**src/rtl/cube_pkg.sv**
```systemverilog
// Shared types and helpers for the LED cube face scan controller.
package cube_pkg;

  localparam int N_ROWS = 10;
  localparam int ROW_W  = 10;

  typedef enum logic [1:0] {
    ST_IDLE,
    ST_BLANK,
    ST_DRIVE
  } state_e;

  typedef logic [3:0] row_idx_t;

  localparam logic [ROW_W-1:0] ROW0_SEL = {1'b1, {(ROW_W-1){1'b0}}};

  // Row r drives bit (9-r); out-of-range rows select nothing.
  function automatic logic [ROW_W-1:0] row_onehot(input row_idx_t r);
    return ROW0_SEL >> r;
  endfunction

endpackage

```
**src/rtl/cube_row_buffer.sv**
```systemverilog
// Double-buffered 10x10 frame store: bank_sel picks the displayed (front) bank,
// writes always land in the other (back) bank.
module cube_row_buffer
  import cube_pkg::*;
(
  input  logic        clk,
  input  logic        rst,
  input  logic        bank_sel,
  input  logic        wr_en,
  input  logic [3:0]  wr_addr,
  input  logic [9:0]  wr_data,
  input  logic [3:0]  rd_row,
  output logic [9:0]  rd_data
);

  logic [ROW_W-1:0] mem_q [2][N_ROWS];
  logic [ROW_W-1:0] mem_d [2][N_ROWS];

  always_comb begin
    mem_d = mem_q;
    if (wr_en && (wr_addr < 4'(N_ROWS))) begin
      mem_d[~bank_sel][wr_addr] = wr_data;
    end
  end

  always_ff @(posedge clk) begin
    if (rst) begin
      mem_q <= '{default: '0};
    end else begin
      mem_q <= mem_d;
    end
  end

  assign rd_data = (rd_row < 4'(N_ROWS)) ? mem_q[bank_sel][rd_row] : '0;

endmodule

```
**src/rtl/cube_frame_sequencer.sv**
```systemverilog
// Row-multiplexed scan of a double-buffered 10x10 frame with blanking between
// rows; buffer swaps are deferred to the frame boundary so frames never tear.
module cube_frame_sequencer
  import cube_pkg::*;
#(
  parameter int DWELL_CYCLES = 1000,
  parameter int BLANK_CYCLES = 4
) (
  input  logic       clk,
  input  logic       rst,
  input  logic       en,
  input  logic       wr_en,
  input  logic [3:0] wr_addr,
  input  logic [9:0] wr_data,
  input  logic       swap_req,
  output logic       swap_ack,
  output logic       frame_start,
  output logic [9:0] x,
  output logic [9:0] y
);

  localparam int CNT_MAX = (DWELL_CYCLES > BLANK_CYCLES) ? DWELL_CYCLES : BLANK_CYCLES;
  localparam int CNT_W   = $clog2(CNT_MAX + 1);
  localparam logic [CNT_W-1:0] BLANK_LAST = CNT_W'(BLANK_CYCLES - 1);
  localparam logic [CNT_W-1:0] DWELL_LAST = CNT_W'(DWELL_CYCLES - 1);
  localparam row_idx_t         LAST_ROW   = row_idx_t'(N_ROWS - 1);

  state_e           state_q, state_d;
  row_idx_t         row_q, row_d;
  logic [CNT_W-1:0] cnt_q, cnt_d;
  logic             bank_q, bank_d;
  logic             pend_q, pend_d;
  logic [ROW_W-1:0] x_q, x_d, y_q, y_d;
  logic             ack_q, ack_d, fs_q, fs_d;
  logic [ROW_W-1:0] front_row;
  logic             boundary;
  logic             do_swap;

  cube_row_buffer u_buf (
    .clk      (clk),
    .rst      (rst),
    .bank_sel (bank_q),
    .wr_en    (wr_en),
    .wr_addr  (wr_addr),
    .wr_data  (wr_data),
    .rd_row   (row_q),
    .rd_data  (front_row)
  );

  always_comb begin
    state_d  = state_q;
    row_d    = row_q;
    cnt_d    = cnt_q;
    x_d      = '0;
    y_d      = '0;
    fs_d     = 1'b0;
    boundary = 1'b0;
    if (!en) begin
      state_d = ST_IDLE;
      row_d   = '0;
      cnt_d   = '0;
    end else begin
      case (state_q)
        ST_IDLE: begin
          state_d = ST_BLANK;
          row_d   = '0;
          cnt_d   = '0;
          fs_d    = 1'b1;
        end
        ST_BLANK: begin
          if (cnt_q == BLANK_LAST) begin
            state_d = ST_DRIVE;
            cnt_d   = '0;
            x_d     = front_row;
            y_d     = row_onehot(row_q);
          end else begin
            cnt_d = cnt_q + 1'b1;
          end
        end
        ST_DRIVE: begin
          if (cnt_q == DWELL_LAST) begin
            state_d = ST_BLANK;
            cnt_d   = '0;
            if (row_q == LAST_ROW) begin
              row_d    = '0;
              boundary = 1'b1;
              fs_d     = 1'b1;
            end else begin
              row_d = row_q + 1'b1;
            end
          end else begin
            cnt_d = cnt_q + 1'b1;
            x_d   = front_row;
            y_d   = row_onehot(row_q);
          end
        end
        default: state_d = ST_IDLE;
      endcase
    end
    // A request arriving on the boundary cycle itself is honoured immediately.
    do_swap = boundary && (pend_q || swap_req);
    ack_d   = do_swap;
    bank_d  = bank_q ^ do_swap;
    pend_d  = boundary ? 1'b0 : (pend_q || swap_req);
  end

  always_ff @(posedge clk) begin
    if (rst) begin
      state_q <= ST_IDLE;
      row_q   <= '0;
      cnt_q   <= '0;
      bank_q  <= 1'b0;
      pend_q  <= 1'b0;
      x_q     <= '0;
      y_q     <= '0;
      ack_q   <= 1'b0;
      fs_q    <= 1'b0;
    end else begin
      state_q <= state_d;
      row_q   <= row_d;
      cnt_q   <= cnt_d;
      bank_q  <= bank_d;
      pend_q  <= pend_d;
      x_q     <= x_d;
      y_q     <= y_d;
      ack_q   <= ack_d;
      fs_q    <= fs_d;
    end
  end

  assign x           = x_q;
  assign y           = y_q;
  assign swap_ack    = ack_q;
  assign frame_start = fs_q;

endmodule

```
**config.mk**
```make
export PLATFORM = sky130hd
export DESIGN_NAME = cube_frame_sequencer
export DESIGN_NICKNAME = d
export VERILOG_FILES = /design/src/rtl/cube_pkg.sv /design/src/rtl/cube_row_buffer.sv /design/src/rtl/cube_frame_sequencer.sv
export SDC_FILE = /design/constraint.sdc
export NUM_CORES = 1
export LEC_CHECK = 0
export CORE_AREA = 5 5 168 170
export CTS_BUF_LIST = sky130_fd_sc_hd__clkbuf_8
export DETAILED_ROUTE_END_ITERATION = 7
export DIE_AREA = 0 0 173 175
export MAX_ROUTING_LAYER = met4
export SYNTH_ARGS = -nofsm -noshare
export SYNTH_HDL_FRONTEND = slang
export SYNTH_SLANG_ARGS = --single-unit
```
**constraint.sdc**
```tcl
create_clock -name clk -period 2.7 [get_ports clk]
set_input_delay 0.27 -clock clk [delete_from_list [all_inputs] [get_ports clk]]
set_output_delay 0.27 -clock clk [all_outputs]
set_load 0.03 [all_outputs]
```
==> flow_metrics.py <==
metrics = {
    "route": {
        "wl_per_cell_um": 19.1,
        "highest_layer": "met4",
        "dr_wl_met3_mm": 1.54,
        "ant_nets": 0,
        "drc": 0,
        "num_vias": 8167,
        "drt_iter0_markers": 641,
        "drt-met1-wl_mm": 13.8,
        "drtPass1Iterations": 5,
        "routed-wl-met2_mm": 13.2,
        "vias_per_cell": 5.42,
        "wl_mm": 28.8,
    },
    "setup_path": {
        "crit_required_ps": 3130,
        "end_kind": "register",
        "path_max_fanout": 10,
        "crit_type": "reg2reg",
        "cp.arrival_ps": 2710,
        "cp_cell_sequence": "ha_1 -> or3b_4 -> o31a_2 -> o21bai_2 -> nor2_1 -> a22o_1",
        "critPathSlowestCell": "or3b_4",
        "critPathBufInv": 0,
        "cp_slowest_stage_delay_ps": 420,
        "cp-start-kind": "register",
        "crit_family": "compound AO/OA/AOI/OAI gates",
    },
    "layout": {
        "drive_gt1_frac": 0.138,
        "fin_util": 0.455,
        "finalNetCount": 1163,
        "postLayoutCellArea_sq_um": 12100,
        "areaGrowthSynthToFinish_pct": 15.3,
    },
    "cts": {
        "holdBufCountCts": 0,
        "clockBufferDepth": 3,
        "clock_latency_ps": 550,
        "path_clk_slew_ps": 60,
        "cts_buffers": 42,
        "root_buffer": "clkbuf_8",
        "htreeDepth": 2,
        "clkSinkCount": 240,
        "post_cts_buffers": 0,
        "cts_resized": 0,
        "cts_tree": "done",
    },
    "status": {
        "status": "finished clean",
    },
    "synthesis": {
        "synth_compound_area_frac": 0.0748,
        "synth-seq-cells": 240,
        "avgSynthCellArea_sq_um": 9.51,
        "synthXorXnorAreaFrac": 0.00167,
        "synthAdderAreaFrac": 0.00835,
        "synthCells": 1104,
        "ys_types": 52,
        "synth_warnings": 0,
        "synth_nets": 1130,
        "async_reset_ff_frac": 0,
        "synthMuxAreaShare": 0.238,
        "synth_area_sq_um": 10500,
        "synthFlopType": "dfxtp_1",
        "synth-edff-count": 0,
        "synth_top_family_by_area": "multiplexers",
        "ys_seq_area_frac": 0.458,
        "yosys.area_share.simple": 0.178,
    },
    "sta": {
        "hold_ws_ps": 181,
        "max_freq_mhz": 438,
        "hold_violations": 0,
        "fin_tns_setup_ps": 0,
        "maxSlewHeadroom": 0.307,
        "skew_ps": 21.1,
        "rsz0062_at_grt": "no",
        "worstMarginPinSlew_ps": 1040,
        "period_share": 0.846,
        "finalSetupViolCount": 0,
        "fin_crit_ps": 2290,
        "slew_violations": 0,
    },
    "die": {
        "core_sq_um": 26600,
        "die_h_um": 175,
        "std_cell_rows": 60,
        "start_util": 0.395,
        "die_w_um": 173,
        "ios": 41,
        "dieArea_sq_um": 30300,
    },
    "global_route": {
        "grt_max_degree": 131,
        "groute.usage.overall": 0.193,
        "overflow": 0,
        "grt_pass1_wl_mm": 45.9,
        "grt_pass1_vias": 7975,
        "grt_antenna_before_repair": 1,
    },
    "pwr": {
        "leakage_nw": 4.46,
        "ir_drop_mv": 0.272,
        "power_density_nw_per_um2": 576,
    },
    "placement": {
        "place.gp.congestion": 0.844,
        "dp.final_hpwl_mm": 18.5,
        "port-buffer-count": 40,
        "dpl_cell_area_sq_um": 11300,
    },
    "job": {
        "max-cap-violations": 0,
    },
    "min_path": {
        "hp-class": "in2reg",
    },
}
## path summary, 6_finish.rpt
check / from / end / slack, ps / depth (start not counted)
setup / recovery: cnt_q[0] / cnt_q[7] / 410 / 6
hold / removal: rst / u_buf.mem_q[67] / 180 / 2
setup reg to reg: cnt_q[0] / cnt_q[7] / 410 / 6
hold reg to reg: u_buf.mem_q[173] / u_buf.mem_q[173] / 450 / 2
## cell usage in the layout (no fill, tap or decap), drive strengths merged, types with 3 or more instances in the layout
cell type and count:
nand3 81, clkbuf 49, ha 7, or4 3
dfxtp 240, a221oi 11, nand4 6, inv 23
and3 5, mux2i 172, o21ai 9, nor3b 5
buf 45, nand2b 5, a21oi 79, nor3 12
a22oi 8, clkinv 5, nand2 108, a22o 11
mux2 5, nor4 5, clkdlybuf4s50 39, mux4 32
a31oi 5, and2 4, nor2 158, nor2b 12
## metrics by stage
step                instances  total power [mW]  worst slack, ps
finish                   1508              6.97              415
global route             1508              7.24              216
global placement         1434              3.92              367
detailed placement       1434              3.92              356
floorplan                1104              3.82              697
CTS                      1507              7.04              350
## synthesized netlist by cell type, types with 4 or more instances
cell type    n  area (sq um)
dfxtp_1    240          4800
mux2i_1    172          1720
nor2_1     157           589
nand2_1    108           405
nand3_1     81           405
a21oi_1     79           395
clkbuf_1    68           255
mux4_2      32           721
buf_2       19          95.1
nor2b_1     12          75.1
nor3_1      12          60.1
a221oi_1    11          96.3
a22o_1      11          96.3
o21ai_0      9          45.0
a22oi_1      8          60.1
ha_1         7          87.6
inv_1        6          22.5
nand4_1      6          37.5
a31oi_1      5          31.3
mux2_2       5          56.3
nand2b_1     5          31.3
nor4_1       5          31.3
and3_1       4          25.0
nor3b_1      4          30.0
## flip-flops by register name (all words and copies together) (netlist names), 2 cells and up
register / cells
cnt_q: 10
x: 10
row_q: 4
y: 10
u_buf.mem_q: 200
state_q: 2
## report_power, final
group	internal, mW	total, mW	switching (mW)
registers	3.56	3.57	0.0109
logic	0.0769	0.273	0.196
clock network	1.65	3.12	1.47
## kinds of logic (layout without fill, tap and decap cells)
group	after synthesis	in the layout
adders and majority gates	7	7
muxes	209	209
AOI/OAI and AO/OA	130	130
and+or+nand+nor	415	415
other	0	1
DFF	240	240
buffers and inverters	101	163
xor gates and xnor gates	2	2
## routing by layer
metal / vias up / global-route usage
met4: 0 / 0.0439
met5: - / -
met2: 225 / 0.300
met3: 27 / 0.0331
met1: 3981 / 0.264
li1: 3934 / -
## cell type report
class / count / area, sq um
Antenna cell: 1 / 2.50
Clock buffer: 49 / 674
Multi-Input combinational cell: 763 / 5280
Tap cell: 341 / 427
Fill cell: 2648 / 14500
Clock inverter: 24 / 109
Timing Repair Buffer: 84 / 769
Sequential cell: 240 / 4810
Inverter: 6 / 22.5
No activity file was read; power rests on OpenSTA's default activity.
